**config.mk**
```make
export PLATFORM = sky130hd
export DESIGN_NAME = load_store_unit
export DESIGN_NICKNAME = d
export VERILOG_FILES = /design/src/rtl/lsu_pkg.sv /design/src/rtl/load_align.sv /design/src/rtl/load_store_unit.sv
export SDC_FILE = /design/constraint.sdc
export NUM_CORES = 1
export LEC_CHECK = 0
export ABC_AREA = 1
export BUFFER_PORTS_ARGS = -buffer_cell sky130_fd_sc_hd__buf_4
export CORE_MARGIN = 2
export CORE_UTILIZATION = 48
export DETAILED_ROUTE_END_ITERATION = 6
export PLACE_DENSITY = 0.8
export SETUP_SLACK_MARGIN = 0.05
export SLEW_MARGIN = 25
export SYNTH_ARGS = -nofsm -noshare
export SYNTH_HDL_FRONTEND = slang
export SYNTH_SLANG_ARGS = --single-unit
```
**constraint.sdc**
```tcl
create_clock -name clk -period 1.65 [get_ports clk]
set_input_delay 0.2475 -clock clk [delete_from_list [all_inputs] [get_ports clk]]
set_output_delay 0.2475 -clock clk [all_outputs]
set_load 0.1 [all_outputs]
```
**src/rtl/lsu_pkg.sv**
```systemverilog
// Shared types, funct3 encodings and lane helpers for the load/store unit.
package lsu_pkg;

    typedef enum logic [1:0] {
        IDLE = 2'd0,
        BUSY = 2'd1,
        DONE = 2'd2
    } lsu_state_e;

    localparam logic [2:0] F3_B  = 3'b000;
    localparam logic [2:0] F3_H  = 3'b001;
    localparam logic [2:0] F3_W  = 3'b010;
    localparam logic [2:0] F3_BU = 3'b100;
    localparam logic [2:0] F3_HU = 3'b101;

    // Byte enables for the lanes touched by an access of the given size.
    function automatic logic [3:0] calc_be(input logic [2:0] funct3, input logic [1:0] offset);
        case (funct3)
            F3_B, F3_BU: calc_be = 4'b0001 << offset;
            F3_H, F3_HU: calc_be = 4'b0011 << {offset[1], 1'b0};
            default:     calc_be = 4'b1111;
        endcase
    endfunction

    // Legal size for the direction and naturally aligned to that size.
    function automatic logic access_ok(input logic is_store, input logic [2:0] funct3,
                                       input logic [1:0] offset);
        case (funct3)
            F3_B:    access_ok = 1'b1;
            F3_H:    access_ok = !offset[0];
            F3_W:    access_ok = (offset == 2'b00);
            F3_BU:   access_ok = !is_store;
            F3_HU:   access_ok = !is_store && !offset[0];
            default: access_ok = 1'b0;
        endcase
    endfunction

    // Copy the store data into every lane so the byte enables alone pick the target.
    function automatic logic [31:0] replicate_wdata(input logic [2:0] funct3, input logic [31:0] wdata);
        case (funct3)
            F3_B:    replicate_wdata = {4{wdata[7:0]}};
            F3_H:    replicate_wdata = {2{wdata[15:0]}};
            default: replicate_wdata = wdata;
        endcase
    endfunction

endpackage

```
**src/rtl/load_align.sv**
```systemverilog
// Picks the addressed byte/halfword out of a raw bus word and extends it to 32 bits.
module load_align
    import lsu_pkg::*;
(
    input  logic [31:0] word,
    input  logic [1:0]  offset,
    input  logic [2:0]  funct3,
    output logic [31:0] data
);

    logic [7:0]  byte_lane;
    logic [15:0] half_lane;

    // Lane select followed by sign or zero extension by access type.
    always_comb begin
        byte_lane = word[7:0];
        case (offset)
            2'd0:    byte_lane = word[7:0];
            2'd1:    byte_lane = word[15:8];
            2'd2:    byte_lane = word[23:16];
            default: byte_lane = word[31:24];
        endcase
        half_lane = offset[1] ? word[31:16] : word[15:0];
        case (funct3)
            F3_B:    data = {{24{byte_lane[7]}}, byte_lane};
            F3_BU:   data = {24'b0, byte_lane};
            F3_H:    data = {{16{half_lane[15]}}, half_lane};
            F3_HU:   data = {16'b0, half_lane};
            default: data = word;
        endcase
    end

endmodule

```
**src/rtl/load_store_unit.sv**
```systemverilog
// Load/store unit between the single-cycle datapath and a variable-latency bus.
// Optional feature: define LSU_TIMEOUT_EN to abort BUSY after TIMEOUT_CYC
// cycles without bus_ready, pulsing bus_err.
//
// Handshake: bus_req rises the cycle after an accepted request and holds
// until the cycle in which bus_ready is sampled high; bus_rdata is only
// looked at in that cycle. stall is high from the request cycle through the
// last BUSY cycle and low in DONE, where the datapath retires the access.
module load_store_unit
    import lsu_pkg::*;
#(
    parameter int WIDTH       = 32,
    parameter int TIMEOUT_CYC = 255
) (
    input  logic             clk,
    input  logic             rst,
    input  logic             mem_read,
    input  logic             mem_write,
    input  logic [2:0]       funct3,
    input  logic [WIDTH-1:0] address,
    input  logic [WIDTH-1:0] wdata,
    output logic [WIDTH-1:0] rdata,
    output logic             stall,
    output logic             lsu_fault,
    output logic             bus_err,
    output logic             bus_req,
    output logic             bus_we,
    output logic [WIDTH-1:0] bus_addr,
    output logic [3:0]       bus_be,
    output logic [WIDTH-1:0] bus_wdata,
    input  logic             bus_ready,
    input  logic [WIDTH-1:0] bus_rdata,
    output lsu_state_e       dbg_state
);

    if (WIDTH != 32 || TIMEOUT_CYC < 1 || TIMEOUT_CYC > 255) begin : g_bad_params
        $error("load_store_unit: WIDTH must be 32 and TIMEOUT_CYC 1..255");
    end

    lsu_state_e  state;
    logic [1:0]  req_off;
    logic [2:0]  req_f3;
    logic        req_any;
    logic        req_ok;
    logic        start;
    logic [31:0] load_data;

`ifdef LSU_TIMEOUT_EN
    localparam logic [7:0] TIMEOUT_LIM = 8'(TIMEOUT_CYC);
    logic [7:0] tmo_cnt;
`else
    assign bus_err = 1'b0;
`endif

    assign dbg_state = state;

    // Request decode; write takes priority when both strobes are set.
    always_comb begin
        req_any = mem_read | mem_write;
        req_ok  = access_ok(mem_write, funct3, address[1:0]);
        start   = (state == IDLE) && req_any && req_ok;
        stall   = start || (state == BUSY);
    end

    load_align u_load_align (
        .word   (bus_rdata),
        .offset (req_off),
        .funct3 (req_f3),
        .data   (load_data)
    );

    // Transaction FSM with registered bus outputs and fault/error pulses.
    always_ff @(posedge clk) begin
        if (rst) begin
            state     <= IDLE;
            rdata     <= '0;
            bus_req   <= 1'b0;
            bus_we    <= 1'b0;
            bus_be    <= 4'b0;
            bus_addr  <= '0;
            bus_wdata <= '0;
            lsu_fault <= 1'b0;
            req_off   <= 2'b0;
            req_f3    <= 3'b0;
`ifdef LSU_TIMEOUT_EN
            bus_err   <= 1'b0;
            tmo_cnt   <= 8'd0;
`endif
        end else begin
            lsu_fault <= 1'b0;
`ifdef LSU_TIMEOUT_EN
            bus_err   <= 1'b0;
`endif
            case (state)
                IDLE: begin
                    if (req_any) begin
                        if (req_ok) begin
                            bus_addr  <= {address[WIDTH-1:2], 2'b00};
                            bus_be    <= calc_be(funct3, address[1:0]);
                            bus_we    <= mem_write;
                            bus_wdata <= mem_write ? replicate_wdata(funct3, wdata) : '0;
                            req_off   <= address[1:0];
                            req_f3    <= funct3;
                            bus_req   <= 1'b1;
`ifdef LSU_TIMEOUT_EN
                            tmo_cnt   <= 8'd0;
`endif
                            state     <= BUSY;
                        end else begin
                            lsu_fault <= 1'b1;
                        end
                    end
                end
                BUSY: begin
                    if (bus_ready) begin
                        bus_req <= 1'b0;
                        if (!bus_we) begin
                            rdata <= load_data;
                        end
                        state <= DONE;
                    end
`ifdef LSU_TIMEOUT_EN
                    else if (tmo_cnt == TIMEOUT_LIM - 8'd1) begin
                        bus_req <= 1'b0;
                        bus_err <= 1'b1;
                        rdata   <= '0;
                        state   <= DONE;
                    end else begin
                        tmo_cnt <= tmo_cnt + 8'd1;
                    end
`endif
                end
                DONE: begin
                    // The datapath still presents the request here; it is retired, not reissued.
                    state <= IDLE;
                end
                default: state <= IDLE;
            endcase
        end
    end

endmodule

```
After elaboration in Yosys (flattened, before gate mapping)
Index checks and enable logic that the tools add are counted.

$add $sub $neg: 0. Multiply operators: 0. Div/mod/pow operators: 0. Order comparisons: 0. Equality and inequality tests: 13. Shift-type cells: 2. Muxes and demuxes: 16. Bitwise logic cells: 4. Reduce and logical (&&, ||, !) cells: 19.

Operators by type and width (number): 32-bit one-hot mux with 4 select lines (1); 32-bit one-hot mux with 2 select lines (1); 32-bit 2-to-1 mux (1); 8-bit one-hot mux with 3 select lines (1); 16-bit 2-to-1 mux (1); 3-bit == test (second input constant) (4); 3-bit AND reduction (3); 4-bit one-hot mux with 2 select lines (1); 3-bit by 1-bit == test with 1-bit output (second input constant) (2); 2-bit zero test (3); 3-bit zero test (2); 2-bit 2-to-1 mux (3); 2-bit != test (second input constant) (3); 1-bit one-hot mux with 5 select lines (1); 2-bit by 1-bit == test with 1-bit output (second input constant) (2); 1-bit 2-to-1 mux (4); 2-bit one-hot mux with 2 select lines (1); 4-bit AND reduction (1); 2-bit OR reduction (2); 1-bit by 2-bit left shift with 4-bit output (first input constant) (1); 2-bit by 2-bit left shift with 4-bit output (first input constant) (1); 3-bit by 2-bit == test with 1-bit output (second input constant) (1); 1-bit logical AND (3); 1-bit NOT (3); 7 further kinds (8).

Register bits after elaboration: 108. Latch bits: 0. RAM bits: 0. Bits in read-only memories: 0. Input port bits: 104. Logic and storage cells: 64. Memories: 0.

Depth between registers and ports, before layout
Gate-level depths: netlist of run 1.

Word-level depth: 6. Mapped depth: 10. Depth with buffers taken out: 9.

Modules after synthesis
From an unflattened synthesis of run 1, not the netlist that was laid out.

Cells, all modules: 818. Area, all modules: 5375.2 um^2.

By module, submodules not included: load_store_unit (times used 1, cells each 626, area an instance 4479.3 um^2, sequential area each 2162.1 um^2); load_align (times used 1, cells each 192, area an instance 895.9 um^2, sequential area each 0.0 um^2).

Least setup slack after synthesis of run 1
Ideal clock, no wire load.

Kind: register to output. From: register state[1], in the netlist dbg_state[1]. To: output stall. Arrival: 2171 ps. Setup slack: -769 ps. Stages on the path, launching flop included: 7. Cell sequence: dfxtp_1 > nor2_1 > o21ai_2 > inv_2 > nand2_4 > buf_2 > nand2_1.

Longest elaborated chain between the ends: 4. Elaborated cells between the ends (all ways): 5. Classes of those cells: 1 x eq/ne; 4 x reduce/logical.

RTL lines: start, declared (line load_store_unit.sv:40) `lsu_state_e state;`; start signal, assigned (line load_store_unit.sv:75) `state <= IDLE;`; start signal, assigned (line load_store_unit.sv:108) `state <= BUSY;`; start signal, assigned (line load_store_unit.sv:120) `state <= DONE;`; 2-bit zero test (line load_store_unit.sv:61) `start = (state == IDLE) && req_any && req_ok;`; 1-bit logical AND (2 in series) (line load_store_unit.sv:61); 1-bit logical OR (*) (line load_store_unit.sv:62) `stall = start || (state == BUSY);`; end, declared (line load_store_unit.sv:23) `output logic stall,`.

Every way passes the cells marked *; elsewhere a longest branch is shown, timed or not.

Worst setup path after layout of run 1
Same ends and word-level chain as after synthesis.

==> results.py, run 1 <==
metrics = {
    "worst_setup_path": {
        "critPathArrivalTime_ns": 1.31,
        "r2r_setup_slack_ns": 0.20,
        "r2r.worst_path.cells": 8,
        "r2r_start": "dbg_state[1]",
        "cp-start-kind": "flop",
        "crit_fanout": 3,
        "worstSetupPathType": "flop to output pin",
        "r2r-end": "bus_addr[29]",
        "endpoint_kind": "output pin",
        "cp.required_ns": 1.40,
    },
    "floorplanning": {
        "die_w_um": 107,
        "die_h_um": 107,
        "fp-row-count": 37,
        "start_util_pct": 49.6,
        "core_sq_um": 10400,
        "pin_count": 211,
        "fp.dieArea_sq_um": 11500,
    },
    "logic_synthesis": {
        "synth.most_common_cell": "nand2_1",
        "yosysSeqAreaShare_pct": 42.1,
        "yosys_most_used_dff": "dfxtp_1",
        "synth_largest_area_cell": "dfxtp_1",
        "synth_area_sq_um": 5140,
        "synth_area_leaders": "dfxtp_1 42%, nand2_1 13%, nor2_1 11%, nand3_1 6.4%, a21oi_1 6.0%",
        "synth-edff-count": 0,
        "synth_cell_types": 32,
        "yosysWarnings": 0,
        "syn_inst": 778,
        "yosysTopAreaCellShare_pct": 42.1,
        "async_flop_share_pct": 0,
        "avgSynthCellArea_sq_um": 6.60,
        "netlist_top_cells_count": "182 x nand2_1, 156 x nor2_1, 108 x dfxtp_1",
        "synth-seq-cells": 108,
    },
    "clocking": {
        "cts_tree": "built",
        "cts_buffer_depth": 2,
        "path_clk_slew_ns": 0.11,
        "cts_root_buf": "clkbuf_8",
        "clock_latency_ns": 0.38,
        "ctsHoldBuffers": 0,
        "cts_buffers": 9,
        "h-tree-depth": 3,
        "cts_sinks": 108,
    },
    "route": {
        "vias": 5600,
        "met1_length_um": 6300,
        "viasPerCell": 5.00,
        "met3_length_um": 1140,
        "drc": 0,
        "drtIter0Drc": 388,
        "drt-total-wl_um": 15000,
        "wl_met2_um": 7120,
        "drt_first_pass_iters": 5,
        "ant_nets": 0,
        "wl_per_cell_um": 13.4,
        "top_layer": "met4",
    },
    "worst_hold_path": {
        "hp-class": "input port to flop",
        "hp-start": "address[6]",
        "min_to": "bus_addr[6]",
        "worstHoldPathCells": 3,
    },
    "final_layout": {
        "antenna_cells": 0,
        "layout-drive-gt1-share_pct": 28.1,
        "num-fill-cells": 957,
        "finalInstanceArea_sq_um": 7130,
        "nets": 1082,
        "area_growth_pct": 38.8,
    },
    "run": {
        "maxCapViolations": 0,
    },
    "timing": {
        "timing_hold_violations_final": 0,
        "layout_setup_ws_ns": 0.0908,
        "fin_crit_sh_pct": 94.5,
        "grt_setup_unrepaired": "no",
        "skew_ns": 0.0133,
        "fin_tns_setup_ns": 0,
        "fmax_mhz": 641,
        "period_minus_slack_ns": 1.56,
        "slew_violations": 0,
        "setup_viol": 0,
    },
    "place": {
        "pre_cts_slack_ns": 0.0907,
        "dp_hpwl_um": 10900,
        "numPortBuffers": 207,
        "gp_congestion": 0.892,
        "dpl_cell_area_sq_um": 6870,
    },
    "run_status": {
        "status": "finished, final reports clean",
    },
    "global_routing": {
        "grt_pass1_wl_um": 24200,
        "grt_pass1_vias": 5078,
        "grt_usage_pct": 26.0,
        "grt_max_degree": 46,
        "grt_overflow_total": 0,
        "antenna_found_initial": 0,
    },
    "pwr": {
        "irDropWorstVdd_uv": 510,
        "power.leakage_nw": 3.39,
        "powerDensity_nw_per_um2": 959,
        "finalPower_mw": 6.84,
    },
}
==> critical path, cell delays in order, from the launching register on <==
cell	delay (ns)
dfxtp_4	0.38
nor2_4	0.11
o21ai_2	0.07
inv_2	0.08
nand2_4	0.06
nand2_4	0.06
buf_12	0.17
==> sequential cells by signal, summed over array words and instances (netlist names) <==
signal,flops
bus_addr,30
bus_be,4
bus_req,1
bus_wdata,32
bus_we,1
dbg_state,2
lsu_fault,1
rdata,32
req_f3,3
req_off,2
==> repair_timing <==
item | 4_1_cts | 5_1_grt
endpoints found under the setup margin | 1 | 18
gates resized for setup | 5 | 2
pin swaps | 0 | 3
setup buffers | 1 | 5
==> layer usage <==
layer	up-vias	global-route usage, %
li1	2890	-
met1	2468	32.6
met2	209	44.2
met3	33	4.48
met4	0	10.8
met5	-	0
==> kinds of logic after synthesis <==
logic type,count (synthesis),synth area share (%)
AOI/OAI and AO/OA,137,14.5
buffers and inverters,104,8.81
DFF,108,42.1
other,1,0.0730
and+or+nand+nor,428,34.6
==> cell type report <==
class,instances,area [sq um],area share [%]
timing repair buffer,240,1860,26.0
clock inverter,6,56.3,0.790
tap,136,170,2.39
inverter,51,191,2.68
multi-input combinational,568,2560,35.9
clock buffer,10,128,1.79
sequential,108,2170,30.4
==> how the worst max path moves through the flow <==
stage	cells after the start	start	to
6_report	6	dbg_state[1]	stall
5_1_grt	6	dbg_state[1]	stall
4_1_cts	6	dbg_state[1]	stall
3_5_place_dp	9	dbg_state[0]	rdata[17]
3_3_place_gp	9	dbg_state[0]	rdata[17]
2_1_floorplan	6	dbg_state[1]	stall
==> layout by cell type, fill, tap and decap left out, drive strengths merged, types with 3 or more instances in the layout <==
cell type / n
buf: 240
o211ai: 13
nand2: 184
nand3: 66
nand3b: 15
inv: 54
a21oi: 64
nor2: 159
clkbuf: 10
conb: 3
o21ai: 57
dfxtp: 108
==> metrics by stage <==
step,std cells,utilization [%],hold slack (ns)
6_report,1119,68.8,0.105
5_1_grt,1119,68.8,0.111
4_1_cts,1114,68.3,0.0976
3_5_place_dp,1097,66.3,0.455
3_3_place_gp,1097,66.3,0.451
2_1_floorplan,780,-,0.394
==> where the power goes <==
part / switching (mW) / internal [mW]
Sequential: 0.0855 / 2.76
Combinational: 1.77 / 0.655
Clock: 0.983 / 0.586
Total: 2.84 / 4.00
No activity file was read; power rests on OpenSTA's default activity.
==> inputs of run 2 (changes only) <==
clock period = 1.5 ns   (was 1.65 ns; I/O delays follow)
==> run 2 against run 1 <==
  * The flow now finishes with violations (negative setup slack)
  * Hold slack got worse by 0.025 ns
  * Clock power rose by 11%
  * Global-route usage rose by 1.2 points
  * Register-to-register slack got worse by 0.20 ns
  * Routed wire length rose by 14%
  * Clock skew fell by 0.0038 ns
  * Final cell count rose by 2.3%
  * Sequential share of layout area fell by 2.4 points
==> results.py, run 2 (synthesized netlist as in run 1, its figures left out) <==
metrics = {
    "worst_setup_path": {
        "critPathArrivalTime_ns": 1.29,
        "critPathTopFamily": "flip-flops",
        "r2r.worst_path.cells": 9,
        "cp_slowest_cell": "dfxtp_4",
        "cp.depth": 6,
        "crit_path_frequent_cell": "nand2_4",
        "r2r_start": "dbg_state[1]",
        "r2r_setup_slack_ns": 0,
        "crit_fanout": 3,
        "worstSetupPathType": "flop to output pin",
        "cp.required_ns": 1.27,
        "endpoint_kind": "output pin",
        "r2r-end": "bus_addr[31]",
        "crit_chain": "nor2_4, o21ai_2, inv_2, nand2_4, nand2_4, buf_12",
        "worst-path-buf-inv": 2,
        "slowest_delay_ns": 0.38,
        "cp-start-kind": "flop",
    },
    "run_status": {
        "failed_checks": "negative setup slack",
        "status": "finished, violations left",
    },
    "global_routing": {
        "antenna_found_initial": 0,
        "grt_pass1_wl_um": 25200,
        "grt_max_degree": 70,
        "grt_usage_pct": 27.2,
        "grt_overflow_total": 0,
        "grt_pass1_vias": 5262,
    },
    "clocking": {
        "cts_sinks": 108,
        "h-tree-depth": 3,
        "cts_buffer_depth": 2,
        "path_clk_slew_ns": 0.11,
        "cts_buffers": 9,
        "ctsHoldBuffers": 0,
        "cts_tree": "built",
        "cts_root_buf": "clkbuf_8",
        "clock_latency_ns": 0.37,
    },
    "route": {
        "wl_per_cell_um": 15.0,
        "drt-total-wl_um": 17200,
        "drc": 0,
        "drtIter0Drc": 390,
        "drt_first_pass_iters": 5,
        "vias": 5902,
        "viasPerCell": 5.15,
        "ant_nets": 0,
    },
    "pwr": {
        "power.leakage_nw": 3.62,
        "irDropWorstVdd_uv": 529,
        "powerDensity_nw_per_um2": 1010,
    },
    "final_layout": {
        "finalInstanceArea_sq_um": 7740,
        "layout-drive-gt1-share_pct": 34.2,
        "area_growth_pct": 50.7,
        "layout_common_cells": "237 x buf_4, 174 x nand2_1, 150 x nor2_1",
        "num-fill-cells": 846,
        "layout_commonest_cell": "buf_4",
        "register_area_sq_um": 2170,
        "top_regs": "bus_wdata x32, rdata x32, bus_addr x30",
        "multi_input_area_sq_um": 2740,
        "antenna_cells": 0,
        "nets": 1108,
    },
    "timing": {
        "slew_violations": 0,
        "setup_viol": 2,
        "skew_ns": 0.00946,
        "fmax_mhz": 661,
        "fin_tns_setup_ns": -0.0163,
        "grt_setup_unrepaired": "yes",
        "timing_hold_violations_final": 0,
        "holdWs_ns": 0.0800,
        "fin_crit_sh_pct": 101,
        "layout_setup_ws_ns": -0.0139,
        "period_minus_slack_ns": 1.51,
    },
    "place": {
        "pre_cts_slack_ns": 0.0301,
        "dp_hpwl_um": 11200,
        "numPortBuffers": 207,
        "dpl_cell_area_sq_um": 6960,
        "gp_congestion": 0.932,
    },
    "floorplanning": {
        "die_w_um": 107,
        "core_sq_um": 10400,
        "fp.dieArea_sq_um": 11500,
        "fp-row-count": 37,
        "pin_count": 211,
        "start_util_pct": 49.6,
        "die_h_um": 107,
    },
    "worst_hold_path": {
        "min_to": "bus_addr[23]",
        "hp-start": "address[23]",
        "hp-class": "input port to flop",
        "worstHoldPathCells": 3,
    },
    "run": {
        "maxCapViolations": 0,
    },
}
-- run 2: changes by cell type in the layout (fill, tap and decap cells not counted), sizes merged --
cell	previous run	this run
clkbuf	10	15
buf	240	260
clkinv	2	3
inv	54	55
clkinvlp	1	0
-- run 2: final cells by class --
cell class / instances / share of cell area [%]
well taps: 136 / 2.20
clock inverters: 7 / 0.743
repair buffers: 266 / 29.5
multi-input cells: 568 / 35.4
inverters: 51 / 2.54
flip-flops and latches: 108 / 28.1
clock buffers: 9 / 1.60
-- run 2: layer usage --
layer	global-route usage [%]	vias to the layer above	part of all wire, %
met4	10.7	0	2.5
met5	0	-	0
met3	5.33	34	8.1
met1	33.4	2655	40
li1	-	2941	-
met2	46.7	272	49
-- run 2: worst max-delay path by stage --
stage / start / slack [ns] / to
4_1_cts: dbg_state[1] / -0.01 / stall
6_report: dbg_state[1] / -0.01 / stall
5_1_grt: dbg_state[1] / -0.07 / bus_addr[31]
3_5_place_dp: dbg_state[0] / 0.03 / rdata[22]
3_3_place_gp: funct3[2] / 0.07 / bus_wdata[14]
2_1_floorplan: dbg_state[0] / -0.14 / rdata[19]
-- run 2: what timing repair did --
item,in CTS,in global routing
endpoints found under the hold margin,0,0
pin swaps,3,36
endpoints found under the setup margin,17,57
gates cloned,1,10
resized for setup,8,83
buffers inserted,6,8
-- run 2: through the flow --
| stage | total power [mW] | util [%] | std cells |
|---|---|---|---|
| after floorplan | 5.11 | - | 780 |
| after global placement | 5.84 | 67.1 | 1106 |
| after detailed placement | 5.86 | 67.1 | 1106 |
| after CTS | 7.60 | 69.7 | 1128 |
| after global routing | 8.16 | 74.7 | 1145 |
| final | 7.83 | 74.7 | 1145 |
-- run 2: worst min-delay path, stage by stage --
cell and delay, ns:
buf_4 0.08, o21ai_1 0.05, nor2_1 0.07
-- run 2: power breakdown --
part	total (mW)	internal [mW]	switching (mW)
Combinational	2.96	0.882	2.08
Sequential	3.13	3.03	0.0978
Clock	1.74	0.637	1.10
==> inputs of run 3 (changes only) <==
clock period = 1.6 ns   (was 1.5 ns; I/O delays follow)
==> run 3 against run 2 <==
  * The run now ends clean
  * Combinational power is 15% lower
  * Non-clock buffer count down 26
  * Design area shrank 7.0%
  * Clock skew up 0.0046 ns
  * Power decreased by 7.5%
  * Core utilization is 5.3 points lower
  * Worst setup slack gained 0.075 ns
  * Largest cell class unchanged
==> results.py, run 3 (synthesized netlist as in run 1, its figures left out) <==
metrics = {
    "global_routing": {
        "grtUsageMet2_pct": 43.1,
        "busiest_layer": "met2",
        "grt_overflow_total": 0,
        "antenna_found_initial": 0,
        "grt_usage_pct": 26.4,
        "use_met1_pct": 34.5,
        "grt_pass1_vias": 5198,
        "grt_pass1_wl_um": 24500,
        "grt_max_degree": 70,
        "grt_util_met3_pct": 5.33,
    },
    "worst_setup_path": {
        "critPathTopFamily": "flip-flops",
        "startpoint": "dbg_state[0]",
        "cp.required_ns": 1.36,
        "r2r_setup_slack_ns": 0.11,
        "crit_fanout": 3,
        "slowest_delay_ns": 0.37,
        "r2r-end": "bus_wdata[11]",
        "worstSetupPathType": "flop to output pin",
        "crit_chain": "nor2_4, o21ai_2, inv_2, nand2_4, nand2_4, buf_12",
        "cp-start-kind": "flop",
        "crit_path_frequent_cell": "nand2_4",
        "endpoint_kind": "output pin",
        "critPathArrivalTime_ns": 1.30,
        "crit_end": "stall",
        "worst-path-buf-inv": 2,
        "r2r.worst_path.cells": 8,
        "cp.depth": 6,
        "r2r_start": "dbg_state[0]",
        "cp_slowest_cell": "dfxtp_4",
    },
    "final_layout": {
        "antenna_cells": 0,
        "top_regs": "bus_wdata x32, rdata x32, bus_addr x30",
        "layout-drive-gt1-share_pct": 28.4,
        "layout_commonest_cell": "buf_4",
        "layout_common_cells": "232 x buf_4, 180 x nand2_1, 154 x nor2_1",
        "nets": 1082,
        "area_growth_pct": 40.1,
        "final_util_pct": 69.4,
        "fin_cells": 1119,
    },
    "floorplanning": {
        "die_w_um": 107,
        "die_h_um": 107,
        "fp-row-count": 37,
        "start_util_pct": 49.6,
        "core_sq_um": 10400,
        "fp.dieArea_sq_um": 11500,
        "pin_count": 211,
    },
    "clocking": {
        "clock_latency_ns": 0.37,
        "cts_tree": "built",
        "h-tree-depth": 3,
        "cts_sinks": 108,
        "path_clk_slew_ns": 0.12,
        "cts_root_buf": "clkbuf_8",
        "ctsHoldBuffers": 0,
        "cts_buffers": 9,
        "cts_buffer_depth": 2,
    },
    "place": {
        "dp_hpwl_um": 11000,
        "gp_congestion": 0.892,
        "pre_cts_slack_ns": 0.0751,
        "dpl.cell_count": 1099,
        "numPortBuffers": 207,
    },
    "pwr": {
        "power.leakage_nw": 3.41,
        "irDropWorstVdd_uv": 531,
        "power.share.clock_pct": 24.8,
        "p_int_mw": 4.29,
        "combPwrFrac_pct": 34.7,
        "p_sw_share_pct": 40.8,
        "switchingPower_mw": 2.95,
        "seq_power_share_pct": 40.5,
        "powerDensity_nw_per_um2": 1010,
    },
    "route": {
        "ant_nets": 0,
        "drc": 0,
        "drt_first_pass_iters": 6,
        "viasPerCell": 5.05,
        "wl_per_cell_um": 13.6,
        "drtIter0Drc": 431,
        "vias": 5647,
        "drt-total-wl_um": 15200,
    },
    "timing": {
        "grt_setup_unrepaired": "yes",
        "fmax_mhz": 650,
        "skew_ns": 0.0141,
        "fin_crit_sh_pct": 96.2,
        "timing_hold_violations_final": 0,
        "layout_setup_ws_ns": 0.0612,
        "period_minus_slack_ns": 1.54,
        "setup_viol": 0,
        "slew_violations": 0,
    },
    "run": {
        "maxCapViolations": 0,
    },
    "run_status": {
        "status": "finished, final reports clean",
    },
    "worst_hold_path": {
        "hp-class": "input port to flop",
    },
}
==> run 3: cell types whose count changed in the layout (fill, tap and decap cells not counted), moves of 8 or more <==
cell     previous run  this run
a21oi_1            52        61
a21oi_2             9         1
buf_6              11         2
nand3_1            49        66
nand3_2            15         0
o21ai_0            38        46
o21ai_1            18        10
==> run 3: area by class of cell <==
cell class	instances	area [sq um]
multi-input combinational	568	2560
sequential	108	2170
inverter	51	191
clock buffer	9	124
tap	136	170
fill	948	3170
timing repair buffer	240	1880
clock inverter	7	93.8
==> run 3: per-stage QoR <==
step / TNS [ns] / total power, mW / area, sq um / hold WS [ns]
6_report: 0 / 7.24 / 7200 / 0.100
5_1_grt: 0 / 7.56 / 7200 / 0.0904
4_1_cts: 0 / 7.26 / 7160 / 0.0911
3_5_place_dp: 0 / 5.47 / 6910 / 0.452
3_3_place_gp: 0 / 5.45 / 6910 / 0.450
2_1_floorplan: -0.923 / 4.79 / 5170 / 0.386
==> run 3: worst min-delay path by stage <==
stage / from / to / slack, ns / cells past startpoint
final: address[10] / bus_addr[10] / 0.10 / 3
after CTS: address[2] / bus_addr[2] / 0.09 / 3
after global placement: bus_wdata[13] / bus_wdata[13] / 0.45 / 2
after global routing: address[2] / bus_addr[2] / 0.09 / 3
after detailed placement: bus_wdata[5] / bus_wdata[5] / 0.45 / 2
after floorplan: address[0] / req_off[0] / 0.39 / 2
==> run 3: worst min-delay path: stages <==
cell,delay (ns)
buf_4,0.08
o21ai_1,0.05
nor2_1,0.07
==> run 3: repair_timing <==
action	in CTS	in global routing
setup buffers	1	3
pin swaps	1	5
gates resized for setup	6	4
endpoints found under the setup margin	1	24
==> run 3: power groups by stage <==
stage	Combinational, mW	Sequential, mW	Clock, mW
after detailed placement	2.48	2.99	0
after floorplan	0.740	4.05	0
after global routing	2.67	2.95	1.94
after CTS	2.50	2.93	1.83
final	2.51	2.93	1.80
after global placement	2.46	2.99	0
==> run 3: metal layers <==
| layer | vias to the layer above | share of wire [%] |
|---|---|---|
| li1 | 2885 | - |
| met1 | 2512 | 43 |
| met2 | 216 | 47 |
| met3 | 34 | 7.5 |
| met4 | 0 | 2.8 |
| met5 | - | 0 |
